[src/rtl/vga_timing_gen.sv]
// vga_timing_gen: registered VGA raster timing (counters, sync, data-valid, frame pulse).
// Optional colour-bar source is built only when the macro TEST_PATTERN_EN is defined.
module vga_timing_gen #(
  parameter int HRES   = 1600,
  parameter int VRES   = 900,
  parameter int H_FP   = 24,
  parameter int H_SYNC = 80,
  parameter int H_BP   = 96,
  parameter int V_FP   = 1,
  parameter int V_SYNC = 3,
  parameter int V_BP   = 96,
  parameter bit HS_POL = 1'b1,
  parameter bit VS_POL = 1'b1
) (
  input  logic        clk,
  input  logic        rst,
  input  logic        en,
  output logic [10:0] h_cnt,
  output logic [10:0] v_cnt,
  output logic        vga_dv_o,
  output logic        vga_hs_o,
  output logic        vga_vs_o,
  output logic        frame_start_o,
  output logic [7:0]  tb_red_i,
  output logic [7:0]  tb_green_i,
  output logic [7:0]  tb_blue_i
);

  localparam int H_TOT    = HRES + H_FP + H_SYNC + H_BP;
  localparam int V_TOT    = VRES + V_FP + V_SYNC + V_BP;
  localparam int HS_START = HRES + H_FP;
  localparam int HS_END   = HS_START + H_SYNC;
  localparam int VS_START = VRES + V_FP;
  localparam int VS_END   = VS_START + V_SYNC;
  localparam logic [10:0] H_LAST = 11'(H_TOT - 1);
  localparam logic [10:0] V_LAST = 11'(V_TOT - 1);

  if (H_TOT > 2048) begin : g_h_tot_too_big
    $fatal(1, "vga_timing_gen: H_TOT exceeds the 11-bit counter range");
  end
  if (V_TOT > 2048) begin : g_v_tot_too_big
    $fatal(1, "vga_timing_gen: V_TOT exceeds the 11-bit counter range");
  end

  // Cleared by reset so the first enabled edge presents pixel (0,0) instead of advancing past it.
  logic        started_r;
  logic [10:0] h_nxt_s;
  logic [10:0] v_nxt_s;
  logic        dv_nxt_s;
  logic        hs_nxt_s;
  logic        vs_nxt_s;
  logic        fs_nxt_s;
  logic [23:0] rgb_nxt_s;

  // Next raster position.
  always_comb begin
    h_nxt_s = 11'd0;
    v_nxt_s = 11'd0;
    if (started_r) begin
      if (h_cnt == H_LAST) begin
        h_nxt_s = 11'd0;
        if (v_cnt == V_LAST) begin
          v_nxt_s = 11'd0;
        end else begin
          v_nxt_s = v_cnt + 11'd1;
        end
      end else begin
        h_nxt_s = h_cnt + 11'd1;
        v_nxt_s = v_cnt;
      end
    end else begin
      h_nxt_s = 11'd0;
      v_nxt_s = 11'd0;
    end
  end

  // Region decode of the next position, so every registered output describes the same pixel.
  always_comb begin
    dv_nxt_s = (int'(h_nxt_s) < HRES) && (int'(v_nxt_s) < VRES);
    fs_nxt_s = (h_nxt_s == 11'd0) && (v_nxt_s == 11'd0);
    if ((int'(h_nxt_s) >= HS_START) && (int'(h_nxt_s) < HS_END)) begin
      hs_nxt_s = HS_POL;
    end else begin
      hs_nxt_s = ~HS_POL;
    end
    // v only changes when h wraps, so vs edges land on h = 0.
    if ((int'(v_nxt_s) >= VS_START) && (int'(v_nxt_s) < VS_END)) begin
      vs_nxt_s = VS_POL;
    end else begin
      vs_nxt_s = ~VS_POL;
    end
  end

`ifdef TEST_PATTERN_EN
  function automatic logic [23:0] bar_colour(input logic [2:0] bar);
    logic [23:0] rgb;
    case (bar)
      3'd0:    rgb = 24'hFFFFFF;
      3'd1:    rgb = 24'hFFFF00;
      3'd2:    rgb = 24'h00FFFF;
      3'd3:    rgb = 24'h00FF00;
      3'd4:    rgb = 24'hFF00FF;
      3'd5:    rgb = 24'hFF0000;
      3'd6:    rgb = 24'h0000FF;
      3'd7:    rgb = 24'h000000;
      default: rgb = 24'h000000;
    endcase
    return rgb;
  endfunction

  logic [13:0] h_scaled_s;
  logic [2:0]  bar_s;

  // Bar index = h * 8 / HRES; colour only inside the active window.
  always_comb begin
    h_scaled_s = {h_nxt_s, 3'b000};
    bar_s      = 3'(int'(h_scaled_s) / HRES);
    if (dv_nxt_s) begin
      rgb_nxt_s = bar_colour(bar_s);
    end else begin
      rgb_nxt_s = 24'h000000;
    end
  end
`else
  assign rgb_nxt_s = 24'h000000;
`endif

  // Output and counter registers; en low holds everything, including a pending frame pulse.
  always_ff @(posedge clk or negedge rst) begin
    if (!rst) begin
      started_r     <= 1'b0;
      h_cnt         <= 11'd0;
      v_cnt         <= 11'd0;
      vga_dv_o      <= 1'b0;
      vga_hs_o      <= ~HS_POL;
      vga_vs_o      <= ~VS_POL;
      frame_start_o <= 1'b0;
      tb_red_i      <= 8'h00;
      tb_green_i    <= 8'h00;
      tb_blue_i     <= 8'h00;
    end else if (en) begin
      started_r     <= 1'b1;
      h_cnt         <= h_nxt_s;
      v_cnt         <= v_nxt_s;
      vga_dv_o      <= dv_nxt_s;
      vga_hs_o      <= hs_nxt_s;
      vga_vs_o      <= vs_nxt_s;
      frame_start_o <= fs_nxt_s;
      tb_red_i      <= rgb_nxt_s[23:16];
      tb_green_i    <= rgb_nxt_s[15:8];
      tb_blue_i     <= rgb_nxt_s[7:0];
    end
  end

endmodule
[config.mk]
export PLATFORM = sky130hd
export DESIGN_NAME = vga_timing_gen
export DESIGN_NICKNAME = d
export VERILOG_FILES = /design/src/rtl/vga_timing_gen.sv
export SDC_FILE = /design/constraint.sdc
export NUM_CORES = 1
export LEC_CHECK = 0
export CELL_PAD_IN_SITES_DETAIL_PLACEMENT = 1
export CELL_PAD_IN_SITES_GLOBAL_PLACEMENT = 1
export CORE_ASPECT_RATIO = 1.5
export CORE_MARGIN = 8
export CORE_UTILIZATION = 28
export DETAILED_ROUTE_END_ITERATION = 12
export GPL_TIMING_DRIVEN = 0
export PLACE_DENSITY_LB_ADDON = 0.08
export SKIP_LAST_GASP = 1
export SLEW_MARGIN = 40
export SYNTH_ARGS = -nofsm -noshare
export SYNTH_HDL_FRONTEND = slang
export SYNTH_SLANG_ARGS = --single-unit
[constraint.sdc]
create_clock -name clk -period 2.5 [get_ports clk]
set_input_delay 0.25 -clock clk [delete_from_list [all_inputs] [get_ports clk]]
set_output_delay 0.25 -clock clk [all_outputs]
set_load 0.05 [all_outputs]
==> Word-level counts from Yosys, hierarchy flattened <==
Index checks and enable logic that the tools add are counted.
{ "totals": {"mem_bits_ro": 0, "latch_bits": 0, "inputBits": 3, "word_cells": 30, "ram_bits": 0, "n_memories": 0, "register_bits": 27} }
{ "classes": {"shifts": 0, "add_sub_neg": 2, "muxes": 7, "n_bitwise": 0, "div": 0, "mul": 0, "eq_ne": 2, "n_reduce_logical": 6, "magnitude_cmp": 6} }
{ "ops": {"columns": ["cell", "n"], "rows": [
  ["11-bit two-way mux", 5],
  ["11-bit by 1-bit adder with 11-bit output (second input constant)", 2],
  ["11-bit zero test", 2],
  ["11-bit by 10-bit < comparator with 1-bit output (second input constant)", 2],
  ["11-bit < comparator (second input constant)", 2],
  ["11-bit by 10-bit equality test with 1-bit output (second input constant)", 1],
  ["11-bit equality test (second input constant)", 1],
  ["11-bit by 10-bit greater-or-equal comparator with 1-bit output (second input constant)", 1],
  ["11-bit greater-or-equal comparator (second input constant)", 1],
  ["1-bit logical AND", 4],
  ["1-bit two-way mux", 2]
]} }

==> Depth between registers and ports, before layout <==
Gate-level depths: netlist of run 1.
{ "logic_depth": {"depth_word": 7, "depth_mapped": 10, "ltp_nobuf": 7} }

==> Worst setup path after synthesis of run 1 <==
OpenSTA, ideal clock, no wires.
{ "synth_timing": {"path_type": "reg2reg", "from": "reg h_cnt[0]", "to": "reg frame_start_o", "stages_incl_launch_ff": 8, "n_path_buf": 0, "period_less_slack_ns": 2.605, "arrival_time_ns": 2.509, "slack_ns": -0.105, "cell_sequence": "dfrtp_1 -> ha_1 -> and4b_1 -> nand3_2 -> or4_1 -> and2_1 -> o21a_1 -> o32ai_2"} }
{ "synth_via": {"elab_chain_cells": 5, "elab_cells_between_ends": 9, "classes_between": "add/sub (1); eq/ne (1); mux (4); reduce/logical (3)"} }
{ "synth_lines": {"columns": ["item", "line", "text"], "rows": [
  ["start, declared", "18", "output logic [10:0] h_cnt,"],
  ["start signal, assigned", "143", "h_cnt <= h_nxt_s;"],
  ["11-bit by 1-bit adder with 11-bit output or 11-bit equality test (tied branches)", "68, 60", null],
  ["11-bit two-way mux", "60", "if (h_cnt == H_LAST) begin"],
  ["11-bit two-way mux", "59", "if (started_r) begin"],
  ["11-bit zero test", "80", "fs_nxt_s = (h_nxt_s == 11'd0) && (v_nxt_s == 11'd0);"],
  ["1-bit logical AND *", "80", null],
  ["end signal, assigned", "148", "frame_start_o <= fs_nxt_s;"],
  ["end, declared", "23", "output logic frame_start_o,"]
]} }
Every way passes the cells marked *; elsewhere a longest branch is shown, timed or not.
A chain may end at the register's enable or synchronous reset.

==> Worst setup path in the final report of run 1 <==
{ "layout_timing": {"from": "reg h_cnt[0]", "to": "reg vga_hs_o"} }
{ "layout_via": {"elab_chain_cells": 6, "elab_cells_between_ends": 8, "classes_between": "add/sub (1); order compare (2); eq/ne (1); mux (3); reduce/logical (1)"} }
{ "layout_lines": {"columns": ["item", "line", "text"], "rows": [
  ["11-bit by 1-bit adder with 11-bit output or 11-bit equality test (tied branches)", "68, 60", null],
  ["11-bit two-way mux *", "60", null],
  ["11-bit two-way mux *", "59", null],
  ["11-bit greater-or-equal comparator or 11-bit < comparator (tied branches)", "81", "if ((int'(h_nxt_s) >= HS_START) && (int'(h_nxt_s) < HS_END)) begin"],
  ["1-bit logical AND *", "81", null],
  ["1-bit two-way mux *", "81", null],
  ["end signal, assigned", "135", "vga_hs_o <= ~HS_POL;"],
  ["end signal, assigned", "146", "vga_hs_o <= hs_nxt_s;"],
  ["end, declared", "21", "output logic vga_hs_o,"]
]} }
Marked as above.

==> results of run 1 <==
sequential cells by signal, indices dropped and copies added (netlist names):
name / cells
frame_start_o: 1
h_cnt: 11
started_r: 1
v_cnt: 11
vga_dv_o: 1
vga_hs_o: 1
vga_vs_o: 1
repair_timing:
item | CTS | global route
setup buffers | 0 | 9
setup endpoints to repair | 16 | 20
gates resized for setup | 8 | 21
endpoints found under the hold margin | 13 | 0
hold buffers | 1 | 0
pin swaps | 0 | 6
cloned | 0 | 0
stage by stage:
step                hold WS, ns  total power [mW]  std cells  TNS [ns]  setup WS, ns
finish                   0.4449             1.725        450         0        0.1080
global route             0.4841             1.807        450  -0.01234      -0.01234
CTS                      0.4625             1.693        442  -0.03797      -0.03797
detailed placement       0.2045             1.300        437    -1.649       -0.2803
global placement         0.4816             1.285        436    -1.908       -0.3123
floorplan              -0.04559             1.078        304         0       0.03462
logic make-up (layout without fill, tap and decap cells):
group / after synthesis / count (layout)
AOI/OAI and AO/OA: 76 / 76
DFF: 27 / 27
xor gates and xnor gates: 6 / 6
muxes: 5 / 5
adders and majority gates: 2 / 2
other: 1 / 24
buffers and inverters: 55 / 96
and+or+nand+nor: 109 / 109
critical path, delay by kind of cell, from the launching register on:
| kind | cells | cell delay [ns] |
|---|---|---|
| AND/OR/NAND/NOR | 4 | 0.90 |
| buffers and inverters | 2 | 0.25 |
| flip-flops | 1 | 0.47 |
| AO/OA/AOI/OAI | 2 | 0.47 |
| adder cells (fa/ha/maj) | 1 | 0.20 |
metal layers:
layer | wire (µm) | GRT usage [%]
met3 | 257 | 2.098
met5 | 0 | 0
met2 | 4582 | 28.05
met4 | 89 | 3.604
met1 | 3298 | 16.47
cells in the mapped netlist, drive strengths merged (4+ instances only):
cell    number  area share, %
nand2       30            5.1
buf         29            9.2
o21ai       28            6.3
dfrtp       27             30
clkbuf      17            2.9
nand3       14            3.4
o31ai       10            3.4
inv          9            1.5
nand4        9            2.5
nor2         9            1.5
nor4         9            3.2
and2         7            2.0
nor3         7            1.6
a21oi        6            1.3
and3         5            1.4
and4         4            1.6
xnor2        4            1.6
power by group through the flow:
stage	Sequential (mW)	Clock [mW]	Combinational [mW]
finish	0.549	0.382	0.794
global route	0.561	0.404	0.842
CTS	0.550	0.395	0.748
detailed placement	0.560	0	0.740
global placement	0.555	0	0.730
floorplan	0.689	0	0.389
placed cells by master, fill, tap and decap left out, drive strengths merged, types with 7 or more instances in the layout:
cell type	instances
nand4	9
and2	7
clkdlybuf4s50	26
o31ai	10
o21ai	28
nor2	9
conb	24
dfrtp	27
clkbuf	20
buf	40
nand2	30
nor4	9
nor3	7
inv	9
nand3	14
area by class of cell:
cell class | count | share of cell area [%]
Clock buffer | 4 | 2.634
Sequential cell | 27 | 22.66
Timing Repair Buffer | 38 | 12.37
Multi-Input combinational cell | 222 | 47.28
Buffer | 45 | 9.532
Inverter | 9 | 1.129
Tap cell | 105 | 4.390
worst min-delay path by stage:
stage	from	endpoint	slack, ns	cells past startpoint
floorplan	rst	frame_start_o	-0.05	0
finish	rst	v_cnt[0]	0.44	2
CTS	rst	v_cnt[0]	0.46	2
global placement	vga_hs_o	vga_hs_o	0.48	1
detailed placement	rst	v_cnt[0]	0.20	1
global route	rst	v_cnt[0]	0.48	2
==> impl_metrics.toml, run 1 <==
[yosys]
yosysWarnings = 0
syn_inst = 281
synth_adder_area_share_pct = 1.122
ys_async_sr_fraction_pct = 100.0
muxShareOfSynthArea_pct = 2.357
avgSynthCellArea_um2 = 7.935
synth_seq_area_share_pct = 30.30
synthSimpleGateAreaFrac_pct = 26.94
synth-edff-count = 0
synth-seq-cells = 27
syn_area_um2 = 2230
synth.distinct_cells = 58
synth-compound-area-share_pct = 23.18
synthFlopType = "dfrtp_1"
synth_top_family_by_area = "simple AND/OR/NAND/NOR gates"
synth-xor-area-share_pct = 2.357

[cts]
cts.reportedPaths.clkPinSlew_ns = 0.07
cts_tree = "built"
clk_latency_ns = 0.27
cts_made_buffers = 3
cts.sinks = 27
cts_max_level = 1
cts-root-buf = "clkbuf_16"
cts_buffer_depth = 2

[power_and_ir_drop]
p_leak_nw = 1.203
p_comb_share_pct = 46.0
power_frac_seq_pct = 31.8
p_per_area_nw_per_um2 = 576.5
p_sw_uw = 760.3
ir_worst_vdd_v = 0.0002889
power.share.clock_pct = 22.1
swShare_pct = 44.07
internal-power_uw = 965.1

[critical_path]
r2r_start = "h_cnt[0]"
endpoint = "vga_hs_o"
r2r_end = "vga_hs_o"
r2r_setup_slack_ns = 0.11
crit_start = "h_cnt[0]"
worst_setup_path_end_kind = "flop"
reg2reg_depth = 9
crit_type = "flop to flop"
cp_slowest_stage_delay_ns = 0.47
crit_slowest_cell = "dfrtp_2"
worstSetupStartpointType = "flop"
critPathRequiredTime_ns = 2.68
crit_path_max_fanout = 10
cp.arrival_ns = 2.57
path_cells = "ha_4 -> and4b_2 -> nand3_4 -> buf_8 -> buf_4 -> nand3_1 -> a211oi_1 -> nand2_1 -> o2bb2ai_1"

[floorplanning]
die_h_um = 125.3
die-width_um = 88.86
num_rows = 40
ioPinCount = 53
dieArea_um2 = 11130
initial_utilization_pct = 28.38
core_area_um2 = 7858

[layout]
final_util_pct = 38.09
fillers = 997
num-nets-final = 351
num_antenna_cells = 0
drive_gt1_share_pct = 19.71
syn_to_final_growth_pct = 34.23
multi_input_area_um2 = 1415
finalInstanceArea_um2 = 2993
seq_area_um2 = 678.2

[timing]
worstMarginPinSlew_ns = 0.6757
finalHoldViolCount = 0
period_minus_slack_ns = 2.392
clock.fmax_mhz = 418.1
finalSetupViolations = 0
slew_headroom_pct = 54.95
skew_ns = 0.007684
drv_slew = 0
period_share_pct = 95.68

[flow_run]
max-cap-violations = 0

[run_status]
status = "complete, no violations"

[placed_design]
finalWeightedCongestion = 0.7968
placed_area_um2 = 2743
dpl.hpwl_mm = 6.215
portBuffers = 27

[global_route]
grt_pass1_wl_mm = 13.10
antenna_found_initial = 0
grt_use_total_pct = 14.93
first_global_vias = 2425
grt_max_degree = 15
grt-ovfl-total = 0

[routing]
routed_wl_mm = 8.227
first_pass_iters = 4
drc_errors = 0
wl_per_cell_um = 18.28
postRouteAntennaNets = 0
vias = 2303
drt_iter0_drc = 75
viasPerCell = 5.118

[min_path]
holdCritPathClass = "primary input to asynchronous set/reset pin"
(Power assumes the default switching activity.)
==> run 2: changes to the inputs <==
- ABC_AREA: not set -> 0
- SKIP_LAST_GASP: 1 -> not set
==> impl_metrics.toml, run 2 (same netlist as run 1, synthesis figures left out) <==
[layout]
num_antenna_cells = 0
mostFrequentLayoutCells = "34 x buf_4, 30 x nand2_1, 26 x clkdlybuf4s50_1, 25 x dfrtp_1, 24 x conb_1"
multi_input_area_um2 = 1415
fillers = 996
num-nets-final = 351
syn_to_final_growth_pct = 34.23
largestRegisters = "h_cnt (11), v_cnt (11)"
seq_area_um2 = 678.2
drive_gt1_share_pct = 19.71
final_common_cell = "buf_4"
final_util_pct = 38.09

[power_and_ir_drop]
p_leak_nw = 1.203
p_per_area_nw_per_um2 = 577.3
ir_worst_vdd_v = 0.0002888

[critical_path]
r2r_start = "h_cnt[0]"
crit_path_max_fanout = 10
cp.arrival_ns = 2.59
r2r_end = "h_cnt[4]"
crit_start = "h_cnt[0]"
crit_type = "flop to flop"
crit_slowest_cell = "or3_1"
cp_slowest_stage_delay_ns = 0.49
path_cells = "ha_4 -> and4b_2 -> nand3_4 -> buf_8 -> buf_4 -> nand3_1 -> or3_1 -> o21ai_1"
reg2reg_depth = 8
worstSetupStartpointType = "flop"
worst_setup_path_end_kind = "flop"
critPathRequiredTime_ns = 2.70
r2r_setup_slack_ns = 0.11

[floorplanning]
core_area_um2 = 7858
dieArea_um2 = 11130
die-width_um = 88.86
ioPinCount = 53
die_h_um = 125.3
initial_utilization_pct = 28.38
num_rows = 40

[timing]
drv_slew = 0
finalHoldViolCount = 0
skew_ns = 0.007666
slew_headroom_pct = 55.96
worstMarginPinSlew_ns = 0.6606
clock.fmax_mhz = 418.2
period_share_pct = 95.65
fin_hold_ws_ns = 0.4440
period_minus_slack_ns = 2.391
finalSetupViolations = 0

[global_route]
antenna_found_initial = 0
grt_pass1_wl_mm = 13.09
grt_max_degree = 15
grt_use_total_pct = 14.92
first_global_vias = 2424
grt-ovfl-total = 0

[placed_design]
finalWeightedCongestion = 0.7968
portBuffers = 27
dpl.hpwl_mm = 6.215

[flow_run]
max-cap-violations = 0

[cts]
cts_tree = "built"
cts_buffer_depth = 2
cts_made_buffers = 3
cts_max_level = 1
cts.sinks = 27
cts-root-buf = "clkbuf_16"
clk_latency_ns = 0.27
cts.reportedPaths.clkPinSlew_ns = 0.08

[routing]
first_pass_iters = 4
wl_met3_um = 242
postRouteAntennaNets = 0
wl_per_cell_um = 18.26
drc_errors = 0
met1_length_mm = 3.322
route.met2.wl_mm = 4.516
drt_iter0_drc = 76
routed_wl_mm = 8.215
viasPerCell = 5.098
vias = 2294
top_layer = "met4"

[min_path]
holdCritPathClass = "primary input to asynchronous set/reset pin"

[run_status]
status = "complete, no violations"
## run 2: per-layer routing
| metal | vias to the layer above | GRT usage (%) |
|---|---|---|
| met2 | 38 | 28.05 |
| met3 | 8 | 2.098 |
| met4 | 0 | 3.604 |
| met5 | - | 0 |
| met1 | 1122 | 16.43 |
| li1 | 1126 | - |
## run 2: how the worst max path moves through the flow
stage               cells after the start       endpoint  slack, ns
floorplan                               7  frame_start_o       0.03
global placement                        8       vga_vs_o      -0.31
detailed placement                      8       vga_vs_o      -0.28
CTS                                     8       vga_vs_o     -0.008
global route                            9  frame_start_o     -0.007
finish                                  8       h_cnt[4]       0.11
## run 2: power breakdown
group          leakage (nW)  switching, mW  total [mW]  internal (mW)
clock                0.0382          0.164       0.383          0.219
sequential            0.356         0.0693       0.550          0.480
combinational         0.809          0.529       0.795          0.266
## run 2: worst max-delay path: cells and delay by family (launching register included)
family                     cells  cell delay, ns
AOI/OAI and AO/OA              1            0.08
adders and majority gates      1            0.20
buffers and inverters          2            0.25
DFF                            1            0.47
and+or+nand+nor                4            1.30
## run 2: what timing repair did
item,4_1_cts,5_1_grt
hold endpoints to repair,13,0
hold buffers,1,0
endpoints found under the setup margin,16,19
pin swaps,0,6
setup buffers,0,9
gates resized for setup,9,19
## run 2: layout make-up
class	count	area share [%]
sequential	27	22.66
multi-input combinational	222	47.28
timing repair buffer	38	12.37
inverter	9	1.129
tap	105	4.390
clock buffer	4	2.634
buffer	45	9.532
## run 2: stage by stage
step	TNS [ns]	total power, mW	instances	cell area [µm²]	setup slack [ns]
5_1_grt	-0.006768	1.807	450	2993	-0.006768
4_1_cts	-0.007772	1.693	442	2867	-0.007772
3_5_place_dp	-1.649	1.300	437	2743	-0.2803
6_report	0	1.728	450	2993	0.1088
2_1_floorplan	0	1.078	304	2318	0.03462
3_3_place_gp	-1.908	1.285	436	2720	-0.3123
==> run 3: changes to the inputs <==
- TNS_END_PERCENT: not set -> 50
- clock period: 2.5 -> 3.1 ns (I/O delays scaled with it)
==> impl_metrics.toml, run 3 (same netlist as run 1, synthesis figures left out) <==
[layout]
syn_to_final_growth_pct = 26.88
num_antenna_cells = 0
num-nets-final = 343
drive_gt1_share_pct = 12.46
final_common_cell = "nand2_1"
finalInstanceArea_um2 = 2829
mostFrequentLayoutCells = "30 x nand2_1, 27 x dfrtp_1, 26 x clkdlybuf4s50_1, 24 x buf_4, 24 x conb_1"
fillers = 1008
largestRegisters = "h_cnt (11), v_cnt (11)"

[timing]
fin_setup_tns_ns = 0
slew_headroom_pct = 55.36
rsz0062_at_grt = "no"
period_share_pct = 89.36
skew_ns = 0.003493
drv_slew = 0
finalHoldViolCount = 0
finalSetupViolations = 0
clock.fmax_mhz = 361.0
period_minus_slack_ns = 2.770
worstMarginPinSlew_ns = 0.6696

[critical_path]
cp.arrival_ns = 2.94
r2r_setup_slack_ns = 0.33
r2r_start = "h_cnt[0]"
r2r_end = "vga_vs_o"
worstSetupStartpointType = "flop"
reg2reg_depth = 8
critPathRequiredTime_ns = 3.27
crit_type = "flop to flop"
worst_setup_path_end_kind = "flop"
crit_path_max_fanout = 10

[floorplanning]
die_h_um = 125.3
num_rows = 40
die-width_um = 88.86
dieArea_um2 = 11130
core_area_um2 = 7858
ioPinCount = 53
initial_utilization_pct = 28.38

[cts]
cts_max_level = 1
cts_setup_buffers = 0
cts_tree = "built"
cts.sinks = 27
cts_made_buffers = 3
cts-root-buf = "clkbuf_16"
cts.reportedPaths.clkPinSlew_ns = 0.07
clk_latency_ns = 0.27
cts_buffer_depth = 2

[global_route]
first_global_vias = 2345
grt_pass1_wl_mm = 12.81
grt_use_total_pct = 14.82
antenna_found_initial = 0
grt_max_degree = 15
grt-ovfl-total = 0

[routing]
wl_per_cell_um = 18.17
drt_iter0_drc = 54
viasPerCell = 5.181
postRouteAntennaNets = 0
vias = 2290
drc_errors = 0
first_pass_iters = 4
routed_wl_mm = 8.030

[placed_design]
dpl.hpwl_mm = 6.244
placed_area_um2 = 2740
portBuffers = 27
finalWeightedCongestion = 0.8522

[power_and_ir_drop]
ir_worst_vdd_v = 0.0002050
p_leak_nw = 1.129
p_per_area_nw_per_um2 = 476.8

[flow_run]
max-cap-violations = 0

[run_status]
status = "complete, no violations"

[min_path]
holdCritPathClass = "primary input to asynchronous set/reset pin"
-- run 3: cell types whose count changed in the layout (fill, tap and decap cells not counted), sizes merged --
cell and delta:
clkbuf +1, buf -9
-- run 3: critical path, cell delays in order (launching register included) --
cell and delay, ns:
dfrtp_1 0.49, ha_1 0.32, and4b_1 0.37, nand3_2 0.18
buf_2 0.25, o31a_1 0.34, a211oi_1 0.33, nor2_1 0.11
o32ai_1 0.29
-- run 3: worst max path at each step --
stage	startpoint	end	slack [ns]	depth (start not counted)
floorplan	h_cnt[0]	frame_start_o	0.50	7
global placement	h_cnt[0]	vga_vs_o	0.34	8
detailed placement	h_cnt[0]	vga_vs_o	0.38	8
CTS	h_cnt[0]	vga_vs_o	0.36	8
global route	h_cnt[0]	vga_vs_o	0.17	8
finish	h_cnt[0]	vga_vs_o	0.33	8
-- run 3: area by class of cell --
class | count | area, µm² | share of cell area, %
Multi-Input combinational cell | 222 | 1338 | 47.28
Sequential cell | 27 | 675.6 | 23.88
Timing Repair Buffer | 29 | 302.8 | 10.70
Buffer | 46 | 269.0 | 9.509
Tap cell | 105 | 131.4 | 4.644
Clock buffer | 4 | 78.83 | 2.786
Inverter | 9 | 33.78 | 1.194
-- run 3: report_power, final --
group / internal, mW / switching (mW) / leakage (nW)
sequential: 0.386 / 0.0531 / 0.358
combinational: 0.188 / 0.409 / 0.733
clock: 0.177 / 0.136 / 0.0382
-- run 3: through the flow --
stage               hold WS (ns)  setup WS (ns)  cells  util, %  total power, mW
floorplan                0.01441         0.4953    304        -           0.8678
global placement          0.4796         0.3360    436    34.59            1.033
detailed placement        0.2629         0.3771    437    34.87            1.041
CTS                       0.5046         0.3554    442    36.00            1.362
global route              0.5308         0.1689    442    36.00            1.415
finish                    0.4877         0.3299    442    36.00            1.349
-- run 3: timing repair --
action | 4_1_cts | 5_1_grt
endpoints found under the hold margin | 13 | 0
resized for setup | 0 | 0
hold buffers | 1 | 0
-- run 3: layer usage --
metal	GRT usage [%]	wire, µm	vias to the layer above
li1	-	-	1104
met1	16.09	3263	1127
met2	28.05	4412	50
met3	1.574	236	9
met4	4.505	118	0
met5	0	0	-
